### src/rtl/mem_arbiter_if.sv
// Bus bundle for mem_arbiter: fetch port, data port and the single-port
// memory command/response. The arbiter connects through the slave modport;
// requesters and the memory model sit on the master side.
interface mem_arbiter_if #(
  parameter int AW = 32,
  parameter int DW = 32
);
  // Instruction fetch port
  logic          if_req;
  logic [AW-1:0] if_addr;
  logic          if_ack;
  logic [DW-1:0] if_rdata;
  // Data port
  logic          dm_req;
  logic          dm_we;
  logic [AW-1:0] dm_addr;
  logic [DW-1:0] dm_wdata;
  logic          dm_ack;
  logic [DW-1:0] dm_rdata;
  // Memory command and completion
  logic          mem_req;
  logic          mem_we;
  logic [AW-1:0] mem_addr;
  logic [DW-1:0] mem_wdata;
  logic          mem_ready;
  logic [DW-1:0] mem_rdata;

  modport slave (
    input  if_req, if_addr, dm_req, dm_we, dm_addr, dm_wdata, mem_ready, mem_rdata,
    output if_ack, if_rdata, dm_ack, dm_rdata, mem_req, mem_we, mem_addr, mem_wdata
  );

  modport master (
    output if_req, if_addr, dm_req, dm_we, dm_addr, dm_wdata, mem_ready, mem_rdata,
    input  if_ack, if_rdata, dm_ack, dm_rdata, mem_req, mem_we, mem_addr, mem_wdata
  );
endinterface

### src/rtl/mem_arbiter.sv
// mem_arbiter: shares one single-port memory between an instruction fetch
// port and a data port. One transaction at a time: IDLE -> GNT_* -> RESP.
// Data requests win over fetches. Optional macro ARB_STARVE_GUARD_EN adds a
// 4-bit denial counter that forces a fetch grant after STARVE_MAX data grants
// taken while a fetch was waiting.
module mem_arbiter #(
  parameter int AW         = 32,
  parameter int DW         = 32,
  parameter int STARVE_MAX = 4
) (
  input  logic           clk,
  input  logic           rst_n,
  mem_arbiter_if.slave   bus,
  output logic           busy
);

  typedef enum logic [1:0] {IDLE, GNT_IF, GNT_DM, RESP} state_t;

  state_t        state, state_next;
  logic          sel_dm;        // owner of the in-flight / responding transaction
  logic [AW-1:0] cmd_addr;
  logic          cmd_we;
  logic [DW-1:0] cmd_wdata;
  logic [DW-1:0] if_rdata_q;
  logic [DW-1:0] dm_rdata_q;
  logic          grant_if, grant_dm;
  logic          mem_req_c, if_ack_c, dm_ack_c;

  // Reject starvation limits the 4-bit counter cannot represent.
  if (STARVE_MAX < 1 || STARVE_MAX > 15) begin : g_bad_starve_max
    $error("mem_arbiter: STARVE_MAX must be in 1..15");
  end

`ifdef ARB_STARVE_GUARD_EN
  logic [3:0] starve_cnt;
  logic       starve_hit;
  assign starve_hit = (starve_cnt == 4'(STARVE_MAX));

  // Grant choice: data first, unless the fetch side has been denied too often.
  always_comb begin
    grant_if = 1'b0;
    grant_dm = 1'b0;
    if (bus.dm_req && !(bus.if_req && starve_hit)) grant_dm = 1'b1;
    else if (bus.if_req)                           grant_if = 1'b1;
  end

  // Count data grants taken over a pending fetch; an IF grant clears it.
  always_ff @(posedge clk or negedge rst_n) begin
    if (!rst_n) begin
      starve_cnt <= '0;
    end else if (state == IDLE) begin
      if (grant_if)                    starve_cnt <= '0;
      else if (grant_dm && bus.if_req) starve_cnt <= starve_cnt + 4'd1;
    end
  end
`else
  // Grant choice: strict data priority.
  always_comb begin
    grant_if = 1'b0;
    grant_dm = 1'b0;
    if (bus.dm_req)      grant_dm = 1'b1;
    else if (bus.if_req) grant_if = 1'b1;
  end
`endif

  // Next-state and handshake outputs; requests are only looked at in IDLE.
  always_comb begin
    state_next = state;
    mem_req_c  = 1'b0;
    if_ack_c   = 1'b0;
    dm_ack_c   = 1'b0;
    busy       = (state != IDLE);
    case (state)
      IDLE: begin
        if (grant_dm)      state_next = GNT_DM;
        else if (grant_if) state_next = GNT_IF;
      end
      GNT_IF, GNT_DM: begin
        mem_req_c = 1'b1;
        if (bus.mem_ready) state_next = RESP;
      end
      RESP: begin
        if_ack_c   = !sel_dm;
        dm_ack_c   = sel_dm;
        state_next = IDLE;
      end
      default: state_next = IDLE;
    endcase
  end

  // State register, command latch at grant, read-data capture at completion.
  always_ff @(posedge clk or negedge rst_n) begin
    if (!rst_n) begin
      state      <= IDLE;
      sel_dm     <= 1'b0;
      cmd_addr   <= '0;
      cmd_we     <= 1'b0;
      cmd_wdata  <= '0;
      if_rdata_q <= '0;
      dm_rdata_q <= '0;
    end else begin
      state <= state_next;
      if (state == IDLE) begin
        if (grant_dm) begin
          sel_dm    <= 1'b1;
          cmd_addr  <= bus.dm_addr;
          cmd_we    <= bus.dm_we;
          cmd_wdata <= bus.dm_wdata;
        end else if (grant_if) begin
          // A fetch is always a read with a zeroed write bus.
          sel_dm    <= 1'b0;
          cmd_addr  <= bus.if_addr;
          cmd_we    <= 1'b0;
          cmd_wdata <= '0;
        end
      end
      if (state == GNT_IF && bus.mem_ready)            if_rdata_q <= bus.mem_rdata;
      if (state == GNT_DM && bus.mem_ready && !cmd_we) dm_rdata_q <= bus.mem_rdata;
    end
  end

  assign bus.mem_req   = mem_req_c;
  assign bus.mem_we    = cmd_we;
  assign bus.mem_addr  = cmd_addr;
  assign bus.mem_wdata = cmd_wdata;
  assign bus.if_ack    = if_ack_c;
  assign bus.dm_ack    = dm_ack_c;
  assign bus.if_rdata  = if_rdata_q;
  assign bus.dm_rdata  = dm_rdata_q;

endmodule
### src/flat_wrapper.sv
// flat-port wrapper written by rule: the top's interface ports become plain ports
module mem_arbiter_flat 
#(
  parameter int AW         = 32,
  parameter int DW         = 32,
  parameter int STARVE_MAX = 4
)
  (clk, rst_n, busy, bus_if_req, bus_if_addr, bus_dm_req, bus_dm_we, bus_dm_addr, bus_dm_wdata, bus_mem_ready, bus_mem_rdata, bus_if_ack, bus_if_rdata, bus_dm_ack, bus_dm_rdata, bus_mem_req, bus_mem_we, bus_mem_addr, bus_mem_wdata);
  mem_arbiter_if #(.AW(AW), .DW(DW)) bus_i ();
  input  logic clk;
  input  logic rst_n;
  output logic busy;
  input wire logic [$bits(bus_i.if_req)-1:0] bus_if_req;
  input wire logic [$bits(bus_i.if_addr)-1:0] bus_if_addr;
  input wire logic [$bits(bus_i.dm_req)-1:0] bus_dm_req;
  input wire logic [$bits(bus_i.dm_we)-1:0] bus_dm_we;
  input wire logic [$bits(bus_i.dm_addr)-1:0] bus_dm_addr;
  input wire logic [$bits(bus_i.dm_wdata)-1:0] bus_dm_wdata;
  input wire logic [$bits(bus_i.mem_ready)-1:0] bus_mem_ready;
  input wire logic [$bits(bus_i.mem_rdata)-1:0] bus_mem_rdata;
  output wire logic [$bits(bus_i.if_ack)-1:0] bus_if_ack;
  output wire logic [$bits(bus_i.if_rdata)-1:0] bus_if_rdata;
  output wire logic [$bits(bus_i.dm_ack)-1:0] bus_dm_ack;
  output wire logic [$bits(bus_i.dm_rdata)-1:0] bus_dm_rdata;
  output wire logic [$bits(bus_i.mem_req)-1:0] bus_mem_req;
  output wire logic [$bits(bus_i.mem_we)-1:0] bus_mem_we;
  output wire logic [$bits(bus_i.mem_addr)-1:0] bus_mem_addr;
  output wire logic [$bits(bus_i.mem_wdata)-1:0] bus_mem_wdata;
  assign bus_i.if_req = bus_if_req;
  assign bus_i.if_addr = bus_if_addr;
  assign bus_i.dm_req = bus_dm_req;
  assign bus_i.dm_we = bus_dm_we;
  assign bus_i.dm_addr = bus_dm_addr;
  assign bus_i.dm_wdata = bus_dm_wdata;
  assign bus_i.mem_ready = bus_mem_ready;
  assign bus_i.mem_rdata = bus_mem_rdata;
  assign bus_if_ack = bus_i.if_ack;
  assign bus_if_rdata = bus_i.if_rdata;
  assign bus_dm_ack = bus_i.dm_ack;
  assign bus_dm_rdata = bus_i.dm_rdata;
  assign bus_mem_req = bus_i.mem_req;
  assign bus_mem_we = bus_i.mem_we;
  assign bus_mem_addr = bus_i.mem_addr;
  assign bus_mem_wdata = bus_i.mem_wdata;
  mem_arbiter #(.AW(AW), .DW(DW), .STARVE_MAX(STARVE_MAX)) u_core (.clk(clk), .rst_n(rst_n), .bus(bus_i), .busy(busy));
endmodule
### config.mk
export PLATFORM = sky130hd
export DESIGN_NAME = mem_arbiter_flat
export DESIGN_NICKNAME = d
export VERILOG_FILES = /design/src/rtl/mem_arbiter_if.sv /design/src/rtl/mem_arbiter.sv /design/src/flat_wrapper.sv
export SDC_FILE = /design/constraint.sdc
export NUM_CORES = 1
export LEC_CHECK = 0
export CORE_ASPECT_RATIO = 0.8
export CORE_MARGIN = 5
export CORE_UTILIZATION = 36
export DETAILED_ROUTE_END_ITERATION = 6
export PLACE_DENSITY = 0.81
export SETUP_SLACK_MARGIN = 0.02
export SLEW_MARGIN = 25
export SYNTH_ARGS = -nofsm -noshare
export SYNTH_HDL_FRONTEND = slang
export SYNTH_SLANG_ARGS = --single-unit
### constraint.sdc
create_clock -name clk -period 1.7 [get_ports clk]
set_input_delay 0.425 -clock clk [delete_from_list [all_inputs] [get_ports clk]]
set_output_delay 0.425 -clock clk [all_outputs]
set_load 0.01 [all_outputs]
==> flow_summary.toml <==
[cts]
cts_buffers = 17
cts_sinks = 132
cts_tree = "built"
clockBufferDepth = 2
clk_pin_slew_ns = 0.06
cts_max_level = 4
cts-root-buf = "clkbuf_16"
clkLatencyLatePin_ns = 0.42

[power_and_ir_drop]
power.switching_uw = 5320
internal-power_uw = 10700
vdd_drop_max_mv = 1.08
p_leak_uw = 0.00436
combPwrFrac = 0.408
pwr-share-seq = 0.341
powerDensity_nw_per_um2 = 1790
swShare = 0.333
p_clk_frac = 0.250

[critical_path]
r2r_end = "u_core.bus.dm_rdata[19]"
crit_arrival_ns = 1.29
critical_path_required_ns = 1.27
r2r_slack_ns = 0.10
r2r_cells = 6
criticalPathCategory = "register to output port"
start_kind = "register"
cp_max_fo = 3
r2r-start = "u_core.state[1]"
worstSetupEndpointType = "output port"

[floorplan]
initial_core_util = 0.372
dieArea_sq_um = 17500
rows = 39
die_x_microns = 147
io_pins = 267
die_h_microns = 119
core_sq_um = 14400

[synthesis]
ys_ff_latch = 132
synth-edff-count = 0
synth_area_per_cell_sq_um = 12.1
async_flop_share = 1.00
ys_seq_area_frac = 0.615
synthDistinctLibCells = 22
ys_warn_count = 0
synth_ff_type = "dfrtp_1"
syn_inst = 444
netlist_area_sq_um = 5370
synth_fp_nets = 583

[timing]
max_slew.worst_pin.slew_ns = 0.395
whs_ns = 0.379
fmax_mhz = 583
final-hold-violation-count = 0
setup_viol = 2
maxSlewHeadroom = 0.737
worst_slack_ns = -0.0149
min_period_ns = 1.71
rsz0062_at_grt = "yes"
skew_ns = 0.00801
drv_slew = 0
setup-tns-final_ns = -0.0202
fin_crit_sh = 1.01

[route]
drtIter0Drc = 205
viasPerCell = 4.76
drtAntennaViolNets = 0
firstDrtPassIters = 4
routedWlPerCell_microns = 17.5
finalWirelength_mm = 16.0
via_count = 4357
drc = 0

[flow_run]
maxCapViolations = 0

[placement]
gp_congestion = 0.804
port_buffers = 266
post-dp-hpwl_mm = 11.9
post_dp_cell_area_sq_um = 8320
dpl.cell_count = 879

[grt]
grt_pass1_vias = 4670
grt-ovfl-total = 0
grt_max_degree = 67
track_usage = 0.183
antenna_found_initial = 0
grt_pass1_wl_mm = 25.3

[finish]
syn2layout_area_growth_pct = 66.0
diodes = 0
stdcell_area_sq_um = 8910
nNetsFinal = 857
drive_above_1_share = 0.161
layoutNonFillerInstCount = 915
fillers = 1166

[min_path]
hp-class = "primary input to asynchronous set/reset pin"

[run_status]
status = "finished with violations"
violations = "negative setup slack"
-- metrics by stage --
stage                     setup WS [ns]   util  total power [uW]
after floorplan                  0.0826      -              8500
after global placement          -0.0860  0.576             12700
after detailed placement         -0.103  0.576             13000
after CTS                       -0.0629  0.611             16100
after global routing            -0.0673  0.617             17000
final                           -0.0149  0.617             16000
-- worst max-delay path: stages (launching register included) --
cell and delay [ns]:
dfrtp_1 0.41, ha_2 0.21, and2_4 0.14, buf_6 0.12
-- per-layer routing --
layer  part of all wire  up-vias  routed length (microns)  track usage
li1                   -     2054                        -            -
met1               0.39     2109                     6190        0.213
met2               0.51      177                     8140        0.307
met3              0.091       17                     1450       0.0744
met4              0.013        0                      203       0.0640
met5                  0        -                        0            0
-- area by class of cell --
class,instances,area (sq um),area share
Sequential cell,132,3300,0.371
Timing Repair Buffer,283,2780,0.312
Multi-Input combinational cell,279,1930,0.217
Clock buffer,19,443,0.0497
Tap cell,184,230,0.0258
Clock inverter,13,206,0.0232
Inverter,5,18.8,0.00211
-- sequential cells by signal, indices dropped and copies added (netlist names) --
register,cells
u_core.bus.mem_addr,32
u_core.sel_dm,1
u_core.bus.mem_we,1
u_core.state,2
u_core.bus.if_rdata,32
u_core.bus.mem_wdata,32
u_core.bus.dm_rdata,32
-- repair_timing --
item / 4_1_cts / 5_1_grt
hold buffers: 1 / 0
hold endpoints to repair: 10 / 0
setup buffers: 0 / 2
gates resized for setup: 154 / 7
pin swaps: 0 / 2
gates cloned: 0 / 1
setup endpoints to repair: 199 / 33
-- worst max path at each step --
stage / cells past startpoint / slack, ns / end / start
finish: 3 / -0.01 / bus_dm_ack / u_core.state[1]
floorplan: 6 / 0.08 / u_core.state[0] / u_core.state[0]
global route: 3 / -0.07 / bus_dm_ack / u_core.state[1]
detailed placement: 6 / -0.10 / u_core.bus.mem_addr[21] / u_core.state[0]
CTS: 3 / -0.06 / bus_if_ack / u_core.state[1]
global placement: 4 / -0.09 / u_core.bus.dm_rdata[0] / bus_mem_ready
-- cell usage after synthesis (2+ instances only) --
cell type / number / area [sq um]
buf_2: 16 / 80.1
inv_1: 4 / 15.0
nand3_1: 33 / 165
clkbuf_1: 7 / 26.3
mux2i_1: 32 / 320
dfrtp_1: 132 / 3300
mux2_1: 9 / 101
ha_1: 5 / 62.6
mux2_2: 55 / 619
buf_4: 2 / 15.0
nand2_1: 104 / 390
mux2_4: 2 / 30.0
buf_1: 2 / 7.51
o21ai_0: 33 / 165
-- power groups by stage --
stage | clock network [uW] | registers, uW | logic [uW]
final | 4000 | 5460 | 6530
after global routing | 4220 | 5640 | 7130
after CTS | 4090 | 5470 | 6500
after detailed placement | 0 | 5560 | 7430
after global placement | 0 | 5470 | 7210
after floorplan | 0 | 6130 | 2370
-- cell usage in the layout, fill, tap and decap left out, types with 2 or more instances in the layout --
| cell type | Yosys | routed |
|---|---|---|
| buf_12 | 0 | 10 |
| buf_4 | 2 | 6 |
| buf_6 | 1 | 5 |
| bufinv_16 | 0 | 5 |
| clkbuf_16 | 0 | 18 |
| clkdlybuf4s50_1 | 0 | 131 |
| clkinv_2 | 0 | 3 |
| clkinv_4 | 0 | 3 |
| clkinvlp_4 | 0 | 2 |
| dfrtp_1 | 132 | 132 |
| dlygate4sd2_1 | 0 | 129 |
| ha_1 | 5 | 3 |
| inv_1 | 4 | 2 |
| inv_2 | 1 | 3 |
| mux2_1 | 9 | 9 |
| mux2_2 | 55 | 55 |
| mux2_4 | 2 | 2 |
| mux2i_1 | 32 | 32 |
| nand2_1 | 104 | 104 |
| nand3_1 | 33 | 33 |
| o21ai_0 | 33 | 33 |
-- cell families after synthesis --
logic type,Yosys count,synth area share
and+or+nand+nor,141,0.108
adders and majority gates,5,0.0117
muxes,98,0.199
AOI/OAI and AO/OA,35,0.0357
buffers and inverters,33,0.0296
DFF,132,0.615
Note: power is estimated with default switching activity, not from simulation.
==> variant 1: new RTL, config.mk and constraints unchanged <==
Re-encode `state_t` (4 states) as one-hot, 4 bits wide.
--- a/src/rtl/mem_arbiter.sv
+++ b/src/rtl/mem_arbiter.sv
@@ -16,3 +16,3 @@
 
-  typedef enum logic [1:0] {IDLE, GNT_IF, GNT_DM, RESP} state_t;
+  typedef enum logic [3:0] {IDLE = 4'b0001, GNT_IF = 4'b0010, GNT_DM = 4'b0100, RESP = 4'b1000} state_t;
 
Check against the original RTL: same outputs for any inputs over 4 cycles, from zero or initial values and one cycle with rst_n low; so few cycles prove little.
==> variant 1 against the original RTL <==
The flow still finishes with violations (negative setup slack). Total power rose by 19%. Routed wire length rose by 22%. Final cell count rose by 2.4%. Setup slack got worse by 0.20 ns. Sequential cell count rose by 2. Final area rose by 8.9%. Area after synthesis rose by 5.9%. Fmax fell by 10%. Critical path type unchanged.
==> variant 1: results (changes against the original RTL) <==
{| class="wikitable"
! Metric !! Value
|-
| Wirelength per Cell || 20.88 um (was 17.47 um)
|-
| Pin count of the biggest net entering global routing || 75 (was 67)
|-
| Worst R2R Path Depth || 3 (was 6)
|-
| Most instantiated cells after synthesis || sky130_fd_sc_hd__dfrtp_1 (133), sky130_fd_sc_hd__a22o_1 (33), sky130_fd_sc_hd__nand2_1 (33), sky130_fd_sc_hd__nand3_1 (33), sky130_fd_sc_hd__a32oi_1 (32) (was sky130_fd_sc_hd__dfrtp_1 (132), sky130_fd_sc_hd__nand2_1 (104), sky130_fd_sc_hd__mux2_2 (55), sky130_fd_sc_hd__nand3_1 (33), sky130_fd_sc_hd__o21ai_0 (33))
|-
| Slew headroom || 40.92% (was 73.69%)
|-
| Final net count || 845 (was 857)
|-
| Outcome || complete, but fails checks (unchanged)
|-
| Mapped Nets || 553 (was 583)
|-
| Arrival @ worst endpoint || 1.49 ns (was 1.29 ns)
|-
| Leakage power of the design || 4.631 nW (was 4.359 nW)
|-
| Placed instance count || 882 (was 879)
|-
| Total half-perimeter wirelength after legalization and detailed placement || 12680 um (was 11920 um)
|-
| Number of failing setup endpoints in the final timing report || 85 (was 2)
|-
| Share of post-route cells with drive strength above 1 || 22.02% (was 16.14%)
|-
| First-pass DRT Iterations || 5 (was 4)
|-
| Number of fill cells in the layout || 1210 (was 1166)
|-
| Worst hold slack after final layout || 0.02922 ns (was 0.3790 ns)
|-
| Gate Count Post-Synth || 419 (was 444)
|-
| Final non-filler cell total || 937 (was 915)
|-
| PnR worst setup slack || -0.2145 ns (was -0.01489 ns)
|-
| CP max FO || 6 (was 3)
|-
| Vias in the first global route || 5020 (was 4670)
|-
| Count of different cell masters after synthesis || 31 (was 22)
|-
| Overall fraction of global-route tracks in use || 18.88% (was 18.28%)
|-
| Worst ir drop on vdd || 0.001019 V (was 0.001085 V)
|-
| Cell-internal power || 12.44 mW (was 10.67 mW)
|-
| Post-route clock skew || 0.01557 ns (was 0.008006 ns)
|-
| Vias per std cell || 5.323 (was 4.762)
|-
| Failing checks || negative setup slack (unchanged)
|-
| Worst reg2reg startpoint || u_core.state[3]$_DFFE_PN0P_ (was u_core.state[1]$_DFFE_PN0P_)
|-
| Biggest area contributors in the synthesized netlist || sky130_fd_sc_hd__dfrtp_1 (59%), sky130_fd_sc_hd__mux2_4 (7.9%), sky130_fd_sc_hd__mux2_2 (5.1%) (was sky130_fd_sc_hd__dfrtp_1 (62%), sky130_fd_sc_hd__mux2_2 (12%), sky130_fd_sc_hd__nand2_1 (7.3%))
|}
==> variant 1: cell types whose count changed in the layout (fill, tap and decap cells not counted), sizes merged, moves of 5 or more <==
cell and change:
o21ai -33, nand2 -71, a22o +33, buf +19
mux2i -32, nand4b +31, a32oi +32, ha -5
clkbuf +10
==> variant 1: kinds of logic (layout without fill, tap and decap cells) <==
group | count (synthesis) | after routing | share of synthesized area, %
DFF | 134 | 134 | 58.99
buffers and inverters | 40 | 343 | 4.070
and+or+nand+nor | 111 | 111 | 11.55
AOI/OAI and AO/OA | 69 | 69 | 10.58
xor gates and xnor gates | 1 | 1 | 0.1540
muxes | 64 | 64 | 14.65
==> variant 1: critical path, cell delays in order (launching register included) <==
cell and delay (ns):
sky130_fd_sc_hd__dfrtp_2 0.47, sky130_fd_sc_hd__xnor2_1 0.18, sky130_fd_sc_hd__nor3_2 0.23, sky130_fd_sc_hd__buf_2 0.20
==> variant 1: metrics by stage <==
stage                     power (mW)  setup TNS, ns  worst slack (ns)  area [sq um]
final                          19.00         -8.780           -0.2145          9701
after global placement         13.53         -42.45           -0.5491          8625
after floorplan                9.339              0           0.05531          5687
after CTS                      17.15         -6.312           -0.2274          9174
after detailed placement       13.86         -34.41           -0.5369          8630
after global routing           19.97         -15.66           -0.2792          9701
==> variant 1: area by class of cell <==
cell class	instances	area share (%)
multi-input cells	245	22.93
inverters	2	0.07739
flip-flops and latches	134	34.62
well taps	215	2.773
clock buffers	19	4.566
repair buffers	311	33.23
clock inverters	11	1.806
==> variant 1: routing by layer <==
layer	track usage, %	part of all wire, %	up-vias
met5	0	0	-
met4	6.057	1.3	0
met3	6.202	9.3	25
met2	31.39	49	299
met1	23.39	40	2477
li1	-	-	2187
==> variant 1: what timing repair did <==
action                                  4_1_cts  5_1_grt
endpoints found under the setup margin      232       95
gates cloned                                  2       18
buffers inserted                              2        5
resized for setup                           157       32
pin swaps                                     2       59
==> variant 1: worst max path at each step <==
| stage | from | end | slack (ns) | cells past startpoint |
|---|---|---|---|---|
| finish | u_core.state[2]$_DFFE_PN0P_ | bus_mem_req | -0.21 | 3 |
| global route | u_core.state[1]$_DFFE_PN0P_ | busy | -0.28 | 4 |
| CTS | u_core.state[1]$_DFFE_PN0P_ | busy | -0.23 | 4 |
| detailed placement | bus_mem_ready | u_core.bus.if_rdata[31]$_DFFE_PN0P_ | -0.54 | 5 |
| global placement | bus_mem_ready | u_core.bus.if_rdata[31]$_DFFE_PN0P_ | -0.55 | 5 |
| floorplan | u_core.state[3]$_DFFE_PN0P_ | u_core.bus.if_rdata[10]$_DFFE_PN0P_ | 0.06 | 4 |
==> variant 2: new RTL, same settings <==
Made on the original files. Add a define of `ARB_STARVE_GUARD_EN`.
--- a/src/rtl/mem_arbiter.sv
+++ b/src/rtl/mem_arbiter.sv
@@ -5,2 +5,4 @@
 // taken while a fetch was waiting.
+`define ARB_STARVE_GUARD_EN
+
 module mem_arbiter #(
Check against the original RTL: no difference found for any inputs over 4 cycles, from zero or initial values and one cycle with rst_n low; that may be too few to reach the edited logic, so the function may still have changed.
==> variant 2 against the original RTL <==
The flow still finishes with violations (negative setup slack). Total power rose by 6.4%. Register-to-register slack got worse by 0.04 ns. Sequential cell count rose by 4. Area after synthesis rose by 4.7%. Sequential power rose by 3.8%. Clock power fell by 7.5%. Fmax fell by 2.1%. Routed wire length rose by 16%. Critical path depth rose by 1. Count of clock-buffer cells in the layout fell by 1. Final area rose by 6.6%. Highest routed layer unchanged. Setup slack got worse by 0.037 ns.
==> variant 2: results (changes against the original RTL) <==
{| class="wikitable"
! Metric !! Value
|-
| First-pass DRT Iterations || 5 (was 4)
|-
| RR Endpoint || u_core.bus.mem_wdata[27]$_DFFE_PN0P_ (was u_core.bus.dm_rdata[19]$_DFFE_PN0P_)
|-
| Number of signal-net inverters in the final layout || 7 (was 5)
|-
| DRT iter0 DRCs || 200 (was 205)
|-
| Total half-perimeter wirelength after legalization and detailed placement || 13000 um (was 11920 um)
|-
| Post-route clock skew || 0.01075 ns (was 0.008006 ns)
|-
| Routed wire length on met2 || 9162 um (was 8142 um)
|-
| Critical path origin || u_core.state[0]$_DFFE_PN0P_ (was u_core.state[1]$_DFFE_PN0P_)
|-
| Vias in the first global route || 5349 (was 4670)
|-
| PnR worst setup slack || -0.05151 ns (was -0.01489 ns)
|-
| Max incr delay on CP || 0.39 ns (was 0.41 ns)
|-
| Minimum setup slack among reg-to-reg paths || 0.06 ns (was 0.10 ns)
|-
| Multi-input gate share of the layout cell area || 22.07% (was 21.68%)
|-
| Clock buffers || 18 (was 19)
|-
| Outcome || complete, but fails checks (unchanged)
|-
| Final net count || 884 (was 857)
|-
| Arrival @ worst endpoint || 1.33 ns (was 1.29 ns)
|-
| Share of post-route cells with drive strength above 1 || 22.09% (was 16.14%)
|-
| Total length of routed wires || 18490 um (was 15990 um)
|-
| Number of fill cells in the layout || 1181 (was 1166)
|-
| FF+latch area || 3403 sq um (was 3303 sq um)
|-
| Failing checks || negative setup slack (unchanged)
|-
| Overall via count from detail_route || 4864 (was 4357)
|-
| Met2 routing resource usage after global routing || 32.80% (was 30.73%)
|-
| Total met3 wirelength after detailed routing || 1716 um (was 1453 um)
|-
| CP max FO || 2 (was 3)
|-
| Summed negative setup slack over all endpoints || -0.1413 ns (was -0.02024 ns)
|-
| Clk tree area frac || 6.333% (was 7.287%)
|-
| Switching component of the power || 5.865 mW (was 5.320 mW)
|-
| #MultiIn Comb || 264 (was 279)
|-
| Detailed-route wire length on metal 1 || 7352 um (was 6186 um)
|-
| Mapped Nets || 581 (was 583)
|-
| Slew headroom || 75.85% (was 73.69%)
|-
| Number of failing setup endpoints in the final timing report || 3 (was 2)
|}
## variant 2: per-stage QoR
step | utilization, % | worst slack [ns] | power, mW
2_1_floorplan | - | 0.07012 | 9.137
3_3_place_gp | 57.67 | -0.5699 | 13.57
3_5_place_dp | 57.75 | -0.3963 | 13.92
4_1_cts | 61.20 | -0.1077 | 16.81
5_1_grt | 62.67 | -0.1120 | 18.03
6_report | 62.67 | -0.05151 | 17.02
## variant 2: logic make-up after synthesis
| family | after synthesis | share of synthesized area [%] |
|---|---|---|
| flops | 136 | 60.57 |
| simple gates | 115 | 10.15 |
| compound gates | 75 | 10.69 |
| buf+inv | 40 | 3.563 |
| mux | 67 | 13.47 |
| fa+ha+maj | 7 | 1.559 |
## variant 2: repair_timing
action | in CTS | in global routing
buffers inserted | 6 | 3
setup endpoints to repair | 203 | 69
resized for setup | 160 | 17
hold buffers | 1 | 0
gates cloned | 0 | 6
endpoints found under the hold margin | 27 | 0
pin swaps | 2 | 5
